[src/rtl/render_pkg.sv]
// Shared types for the render command sequencer:
// register map defaults, FSM states and the queued command bundle.
package render_pkg;

    localparam int TEX_W_DEF   = 7;
    localparam int COORD_W_DEF = 9;

    localparam int REG_X_DEF    = 1;
    localparam int REG_Y_DEF    = 2;
    localparam int REG_TEX_DEF  = 4;
    localparam int REG_PLOT_DEF = 6;

    typedef enum logic [2:0] {
        IDLE,
        LOAD,
        W_TEX,
        W_X,
        W_Y,
        W_PLOT
    } state_t;

    typedef struct packed {
        logic [TEX_W_DEF-1:0]   tex;
        logic [COORD_W_DEF-1:0] x;
        logic [COORD_W_DEF-1:0] y;
        logic                   bg;
    } draw_cmd_t;

endpackage

[src/rtl/render_cmd_fifo.sv]
// Synchronous command FIFO with registered full/empty
// and an occupancy level spanning 0..DEPTH.
module render_cmd_fifo
    import render_pkg::*;
#(
    parameter int  DEPTH = 8,
    parameter type T     = draw_cmd_t
) (
    input  logic                   clk,
    input  logic                   rst,
    input  logic                   push,
    input  logic                   pop,
    input  T                       din,
    output T                       dout,
    output logic                   full,
    output logic                   empty,
    output logic [$clog2(DEPTH):0] level
);

    localparam int AW = $clog2(DEPTH);

    T              mem [DEPTH];
    logic [AW-1:0] wr_ptr;
    logic [AW-1:0] rd_ptr;
    logic [AW:0]   level_nxt;
    logic          do_push;
    logic          do_pop;

    // full is registered, so a same-cycle pop never frees a slot early
    assign do_push   = push && !full;
    assign do_pop    = pop && !empty;
    assign dout      = mem[rd_ptr];
    assign level_nxt = level + (AW+1)'(do_push) - (AW+1)'(do_pop);

    always_ff @(posedge clk) begin
        if (do_push) mem[wr_ptr] <= din;
    end

    always_ff @(posedge clk or posedge rst) begin
        if (rst) begin
            wr_ptr <= '0;
            rd_ptr <= '0;
            level  <= '0;
            full   <= 1'b0;
            empty  <= 1'b1;
        end else begin
            if (do_push) wr_ptr <= wr_ptr + AW'(1);
            if (do_pop)  rd_ptr <= rd_ptr + AW'(1);
            level <= level_nxt;
            full  <= (level_nxt == (AW+1)'(DEPTH));
            empty <= (level_nxt == '0);
        end
    end

endmodule

[src/rtl/render_cmd_sequencer.sv]
// Queues draw commands and replays each as an Avalon-MM
// write burst into the renderer: TEX, X, Y, PLOT.
module render_cmd_sequencer
    import render_pkg::*;
#(
    parameter int DEPTH         = 8,
    parameter int TEX_W         = TEX_W_DEF,
    parameter int COORD_W       = COORD_W_DEF,
    parameter int ADDR_W        = 4,
    parameter int REG_X         = REG_X_DEF,
    parameter int REG_Y         = REG_Y_DEF,
    parameter int REG_TEX       = REG_TEX_DEF,
    parameter int REG_PLOT      = REG_PLOT_DEF,
    parameter bit SKIP_SAME_TEX = 1'b1
) (
    input  logic                   clk,
    input  logic                   rst,
    input  logic                   cmd_valid,
    output logic                   cmd_ready,
    input  logic [TEX_W-1:0]       cmd_tex,
    input  logic [COORD_W-1:0]     cmd_x,
    input  logic [COORD_W-1:0]     cmd_y,
    input  logic                   cmd_bg,
    output logic [ADDR_W-1:0]      m_address,
    output logic                   m_write,
    output logic [31:0]            m_writedata,
    input  logic                   m_waitrequest,
    output logic                   busy,
    output logic [$clog2(DEPTH):0] queue_level,
    output logic [15:0]            cmds_done
);

    typedef struct packed {
        logic [TEX_W-1:0]   tex;
        logic [COORD_W-1:0] x;
        logic [COORD_W-1:0] y;
        logic               bg;
    } cmd_t;

    state_t             state;
    state_t             nxt;
    cmd_t               cmd_in;
    cmd_t               head;
    cmd_t               cur;
    logic               fifo_full;
    logic               fifo_empty;
    logic               pop;
    logic               wr_done;
    logic               skip_tex;
    logic [TEX_W-1:0]   last_tex;
    logic               tex_valid;
    logic               wr_nxt;
    logic [ADDR_W-1:0]  addr_nxt;
    logic [31:0]        data_nxt;

    assign cmd_in    = '{tex: cmd_tex, x: cmd_x, y: cmd_y, bg: cmd_bg};
    assign cmd_ready = !fifo_full;
    assign busy      = (state != IDLE) || !fifo_empty;
    assign pop       = (state == IDLE) && !fifo_empty;
    assign wr_done   = m_write && !m_waitrequest;
    assign skip_tex  = SKIP_SAME_TEX && tex_valid && (cur.tex == last_tex);

    render_cmd_fifo #(
        .DEPTH (DEPTH),
        .T     (cmd_t)
    ) u_fifo (
        .clk   (clk),
        .rst   (rst),
        .push  (cmd_valid),
        .pop   (pop),
        .din   (cmd_in),
        .dout  (head),
        .full  (fifo_full),
        .empty (fifo_empty),
        .level (queue_level)
    );

    always_comb begin
        nxt = state;
        unique case (state)
            IDLE:   if (!fifo_empty) nxt = LOAD;
            LOAD: begin
                if (!skip_tex)   nxt = W_TEX;
                else if (cur.bg) nxt = W_PLOT;
                else             nxt = W_X;
            end
            W_TEX:  if (wr_done) nxt = cur.bg ? W_PLOT : W_X;
            W_X:    if (wr_done) nxt = W_Y;
            W_Y:    if (wr_done) nxt = W_PLOT;
            W_PLOT: if (wr_done) nxt = IDLE;
            default: nxt = IDLE;
        endcase
    end

    // Bus outputs are registered from the next state, so m_write
    // stays high across back-to-back writes and holds while stalled.
    always_comb begin
        wr_nxt   = 1'b0;
        addr_nxt = '0;
        data_nxt = '0;
        unique case (nxt)
            W_TEX: begin
                wr_nxt   = 1'b1;
                addr_nxt = ADDR_W'(REG_TEX);
                data_nxt = 32'(cur.tex);
            end
            W_X: begin
                wr_nxt   = 1'b1;
                addr_nxt = ADDR_W'(REG_X);
                data_nxt = 32'(cur.x);
            end
            W_Y: begin
                wr_nxt   = 1'b1;
                addr_nxt = ADDR_W'(REG_Y);
                data_nxt = 32'(cur.y);
            end
            W_PLOT: begin
                wr_nxt   = 1'b1;
                addr_nxt = ADDR_W'(REG_PLOT);
            end
            default: ;
        endcase
    end

    always_ff @(posedge clk or posedge rst) begin
        if (rst) begin
            state       <= IDLE;
            m_write     <= 1'b0;
            m_address   <= '0;
            m_writedata <= '0;
            cur         <= '0;
            last_tex    <= '0;
            tex_valid   <= 1'b0;
            cmds_done   <= '0;
        end else begin
            state       <= nxt;
            m_write     <= wr_nxt;
            m_address   <= addr_nxt;
            m_writedata <= data_nxt;
            if (pop) cur <= head;
            if (state == W_TEX && wr_done) begin
                last_tex  <= cur.tex;
                tex_valid <= 1'b1;
            end
            if (state == W_PLOT && wr_done)
                cmds_done <= cmds_done + 16'd1;
        end
    end

endmodule
[config.mk]
export PLATFORM = sky130hd
export DESIGN_NAME = render_cmd_sequencer
export DESIGN_NICKNAME = d
export VERILOG_FILES = /design/src/rtl/render_pkg.sv /design/src/rtl/render_cmd_fifo.sv /design/src/rtl/render_cmd_sequencer.sv
export SDC_FILE = /design/constraint.sdc
export NUM_CORES = 1
export LEC_CHECK = 0
export ABC_CLOCK_PERIOD_IN_PS = 5900
export BUFFER_PORTS_ARGS = -buffer_cell sky130_fd_sc_hd__buf_2
export CAP_MARGIN = 20
export CELL_PAD_IN_SITES_DETAIL_PLACEMENT = 1
export CELL_PAD_IN_SITES_GLOBAL_PLACEMENT = 2
export CORE_MARGIN = 8
export CORE_UTILIZATION = 49
export CTS_BUF_LIST = sky130_fd_sc_hd__clkbuf_16
export CTS_CLUSTER_SIZE = 24
export DETAILED_ROUTE_END_ITERATION = 10
export PLACE_DENSITY_LB_ADDON = 0.1
export SLEW_MARGIN = 5
export SYNTH_ARGS = -nofsm -noshare
export SYNTH_HDL_FRONTEND = slang
export SYNTH_SLANG_ARGS = --single-unit
[constraint.sdc]
create_clock -name clk -period 5.9 [get_ports clk]
set_input_delay 0.295 -clock clk [delete_from_list [all_inputs] [get_ports clk]]
set_output_delay 0.295 -clock clk [all_outputs]
set_load 0.005 [all_outputs]
; Word level (Yosys, flattened, before mapping)
; Memories as Yosys holds them, arrays and structs flattened. A register that Yosys moved wholly into a read port is not among the register bits.
; Cells that the tools add are included.
[word_totals]
memories = 1
word_cells = 57
ram_bits = 208
output_inout_bits = 59
input_bits = 30
register_bits = 76
[mem_list]
columns = name, words, word_bits, rd, rd_ports_with_merged_regs, write_ports, line
row1 = u_fifo.mem, 8, 26, 1, 1, 1, render_cmd_fifo.sv:22  ; T mem [DEPTH];
[classes]
n_reduce_logical = 15
mux = 13
add_sub_neg = 5
n_eq_ne = 11
[ops]
columns = op, n
row1 = 9-bit case mux with 3 select lines, 1
row2 = 3-bit two-way mux, 7
row3 = 3-bit case mux with 6 select lines, 1
row4 = 16-bit by 1-bit adder with 16-bit output (second input constant), 1
row5 = 3-bit by 2-bit equality test with 1-bit output (second input constant), 4
row6 = 3-bit equality test (second input constant), 4
row7 = 3-bit case mux with 4 select lines, 1
row8 = 7-bit equality test, 1
row9 = 1-bit logical AND, 7
row10 = 3-bit by 1-bit adder with 3-bit output (second input constant), 2
row11 = 4-bit by 1-bit adder with 4-bit output, 1
row12 = 4-bit equality test (second input constant), 1
row13 = 4-bit logical NOT, 1
row14 = 4-bit OR reduction, 1
row15 = 4-bit by 1-bit subtractor with 4-bit output, 1
row16 = 3-bit by 1-bit equality test with 1-bit output (second input constant), 1
row17 = 1-bit logical NOT, 3
row18 = 3-bit logical NOT, 1
row19 = 1-bit two-way mux, 3
row20 = 3-bit nonzero test, 1
row21 = 1-bit logical OR, 1

; Depth between registers and ports, before layout
[depth]
ltp_word = 7
mapped_depth = 11
ltp_nobuf = 8

; Modules after synthesis
; Synthesis repeated with hierarchy kept, for this count alone.
[hier_totals]
cells_unflattened = 604
hier_area_um2 = 11823.8
[modules_own_cells]
columns = mod, instances, area_each_um2, cells_per_inst
row1 = render_cmd_fifo, 1, 8628.3, 359
row2 = render_cmd_sequencer, 1, 3195.6, 245

; Worst setup path after synthesis
; Ideal clock, no wire load.
[synth_timing]
path_type = register -> register
from = register u_fifo.full
to = memory u_fifo.mem[0][0] (netlist bit) (enable)
synth_period_minus_slack_ns = 3.060
required_time_ns = 5.458
path_stages_with_launch = 5
path_slack_ns = 2.840
arrival_time_ns = 2.618
setup_ns = 0.442
cell_sequence = dfrtp_1 -> nor2b_1 -> clkbuf_1 -> nand2b_1 -> nor3_1
[synth_via]
elab_chain_cells = 4
[synth_lines]
columns = element, line
row1 = start: declaration, render_cmd_fifo.sv:15  ; output logic full,
row2 = start signal: assignment, render_cmd_fifo.sv:50  ; full <= (level_nxt == (AW+1)'(DEPTH));
row3 = 1-bit logical NOT, render_cmd_fifo.sv:30  ; assign do_push = push && !full;
row4 = 1-bit logical AND, render_cmd_fifo.sv:30
row5 = via u_fifo.do_push, render_cmd_fifo.sv:26  ; logic do_push;
row6 = 1-bit two-way mux, render_cmd_fifo.sv:36  ; if (do_push) mem[wr_ptr] <= din;
row7 = 1-bit two-way mux (implied by the code), render_cmd_fifo.sv:36
row8 = end: declaration, render_cmd_fifo.sv:22
; The timed path passes the listed nets, and every way through them passes these cells.

; Final worst setup path
[layout_timing]
from = register state[0]
to = register u_fifo.full
[layout_via]
elab_chain_cells = 5
[layout_lines]
columns = element, line
row1 = start: declaration, render_cmd_sequencer.sv:40  ; state_t state;
row2 = start signal: assignment, render_cmd_sequencer.sv:136  ; state <= nxt;
row3 = 3-bit logical NOT, render_cmd_sequencer.sv:59  ; assign pop = (state == IDLE) && !fifo_empty;
row4 = 1-bit logical AND, render_cmd_sequencer.sv:59
row5 = 1-bit logical AND, render_cmd_fifo.sv:31  ; assign do_pop = pop && !empty;
row6 = 4-bit by 1-bit subtractor with 4-bit output, render_cmd_fifo.sv:33  ; assign level_nxt = level + (AW+1)'(do_push) - (AW+1)'(do_pop);
row7 = via u_fifo.level_nxt[1], render_cmd_fifo.sv:25  ; logic [AW:0] level_nxt;
row8 = 4-bit equality test, render_cmd_fifo.sv:50
; The timed path passes the listed nets, and every way through them passes these cells.
; A chain may end at the register's enable or synchronous reset.

==> results.yml <==
timing:
  fin_worst_skew_ps: 18.8
  fin_crit_sh_pct: 50.6
  drv_slew: 0
  timing.fmax_ghz: 0.335
  fin_tns_setup_ps: 0
  slew_headroom_pct: 35.0
  tightest_slew_ps: 967
  min_period_ps: 2980
  rsz0062_at_grt: "false"
  hold_violations: 0
  finalSetupViolCount: 0
  setup_ws_ps: 2920
routing:
  via_per_inst: 5.59
  num_vias: 5700
  route.detailed.drc: 0
  wl_per_cell_um: 23.0
  drtIter0Drc: 404
  dr.pass1.iters: 4
  routed_wl_mm: 23.4
  drtAntennaViolNets: 0
global_routing:
  globalRouteOverflowTotal: 0
  grt_max_degree: 67
  grt_pass1_vias: 6315
  grt_first_pass_wirelength_mm: 36.7
  antenna_found_initial: 0
  grt_usage_pct: 16.7
finish:
  nFillCells: 2049
  insertedDiodeCount: 0
  seqCellArea_um2: 8200
  drive_gt1_share_pct: 26.1
  multiInputGateArea_um2: 2920
  nets: 751
  syn_to_final_growth_pct: 12.8
place:
  place_hpwl_mm: 13.8
  dp_slack_ps: 2860
  port_buffers: 64
  gp_congestion: 0.753
worst_setup_path:
  r2r-start: "state[0]"
  start_kind: "flip-flop"
  cp-startpoint: "state[0]"
  critPathArrivalTime_ps: 3440
  rrSetupSlack_ps: 2920
  crit_required_ps: 6360
  critical_path_peak_fanout: 57
  criticalPathCategory: "flip-flop to flip-flop"
  reg2regPathDepth: 8
  r2r-end: "u_fifo.full"
  end_kind: "flip-flop"
clock_tree:
  cts_num_sinks: 286
  postCtsSetupRepairBufs: 0
  cts_tree: "done"
  cts.repair.resized: 0
  clk_pin_slew_ps: 60
  root_buffer: "clkbuf_16"
  cts_buffer_depth: 3
  cts-hold-fix-buffers: 2
  numCtsBuffers: 29
  htreeDepth: 1
  clock_latency_ps: 540
yosys:
  async_flop_share_pct: 27.3
  synth.distinct_cells: 48
  seq_area_frac_synth_pct: 72.0
  syn_inst: 633
  synth_area_leaders: "edfxtp_1 (55%), dfrtp_1 (17%), mux4_2 (10%), mux2i_1 (2.3%), buf_4 (2.2%)"
  yosysTopAreaCell: "edfxtp_1"
  synth_area_um2: 11400
  synth.avg_cell_area_um2: 18.0
  ys.flop_type: "edfxtp_1"
  synth_most_common_cell: "edfxtp_1"
  synth_top_area_share_pct: 54.9
  synth_edf_count: 208
  synth_commonest_cells: "edfxtp_1 (208), dfrtp_1 (77), mux4_2 (52)"
  ys_ff_latch: 286
  ys_warn_count: 0
die:
  die_area_um2: 28400
  dieWidth_um: 168
  ios: 89
  rows: 55
  start_util_pct: 50.1
  die_h_um: 168
  coreArea_um2: 22700
hold_path:
  hold-path-endpoint: "u_fifo.mem[6][17]"
  hp-class: "primary input to flip-flop"
  min_from: "cmd_x[7]"
  hold-path-cell-count: 1
outcome:
  status: "complete, no violations"
power_and_ir_drop:
  vdd_drop_max_mv: 0.270
  p_leak_nw: 4.76
  power_density_nw_per_um2: 499
run:
  drv_cap: 0
[metal layers]
metal / GRT usage [%] / wire, um / vias up
li1: - / - / 2550
met1: 21.6 / 10200 / 2984
met2: 28.9 / 11600 / 122
met3: 2.99 / 1120 / 44
met4: 4.39 / 529 / 0
met5: 0 / 0 / -
[state kept, by name, summed over array words and instances, names as in the netlist, 4 cells and up]
name,cells
u_fifo.mem,208
cur,26
cmds_done,16
m_writedata,9
last_tex,7
u_fifo.level,4
[power breakdown]
part           switching, mW  internal (mW)
Clock                  0.732          0.975
Combinational          0.968          0.849
Sequential             0.290           2.60
Total                   1.99           4.42
[layout by cell type (no fill, tap or decap), types with 8 or more instances in the layout]
cell type / count
edfxtp_1: 208
dfrtp_1: 75
buf_2: 64
mux4_2: 52
nor2_1: 34
a21oi_1: 29
clkbuf_16: 29
mux2i_1: 26
conb_1: 24
xnor2_1: 22
inv_1: 18
nand2_1: 14
buf_4: 13
xor2_1: 9
a22o_1: 9
a221o_1: 8
clkinv_2: 8
[logic make-up (layout without fill, tap and decap cells)]
family	Yosys count	after routing	synth area share [%]
XOR/XNOR	31	31	2.39
buffers and inverters	65	144	3.42
AO/OA/AOI/OAI	58	58	3.48
other	1	24	0.0329
multiplexers	88	88	13.6
adder cells (fa/ha/maj)	8	8	0.945
flip-flops	286	286	72.0
AND/OR/NAND/NOR	96	96	4.14
[layout make-up]
cell class	count	share of cell area [%]
sequential	286	63.9
multi-input combinational	305	22.7
clock buffer	29	5.65
timing repair buffer	79	3.41
tap	285	2.78
clock inverter	24	1.25
inverter	12	0.360
[per-stage QoR]
step                power [mW]  instances  util [%]  hold slack (ps)  cell area [um2]
floorplan                 4.22        656         -              394            11500
global placement          4.71        965      52.6              213            11900
detailed placement        4.79        965      52.6              222            11900
CTS                       6.51       1020      56.6             7.82            12800
global route              6.77       1020      56.6             20.4            12800
finish                    6.41       1020      56.6             23.7            12800
[critical path: stages, from the launching register on]
cell and delay, ps:
dfrtp_1 530, nor4_4 320, buf_4 500, ha_1 340, inv_1 60, ha_1 170, fa_1 440, or3_1 420
nor2b_1 140
[worst max-delay path by stage]
stage,cells past startpoint,slack [ps],endpoint
5_1_grt,8,2710,u_fifo.full
3_5_place_dp,8,2860,u_fifo.full
2_1_floorplan,4,2840,u_fifo.mem[0][0]
3_3_place_gp,8,3040,u_fifo.full
4_1_cts,8,2860,u_fifo.full
6_report,8,2920,u_fifo.full
No activity file was read; power rests on OpenSTA's default activity.
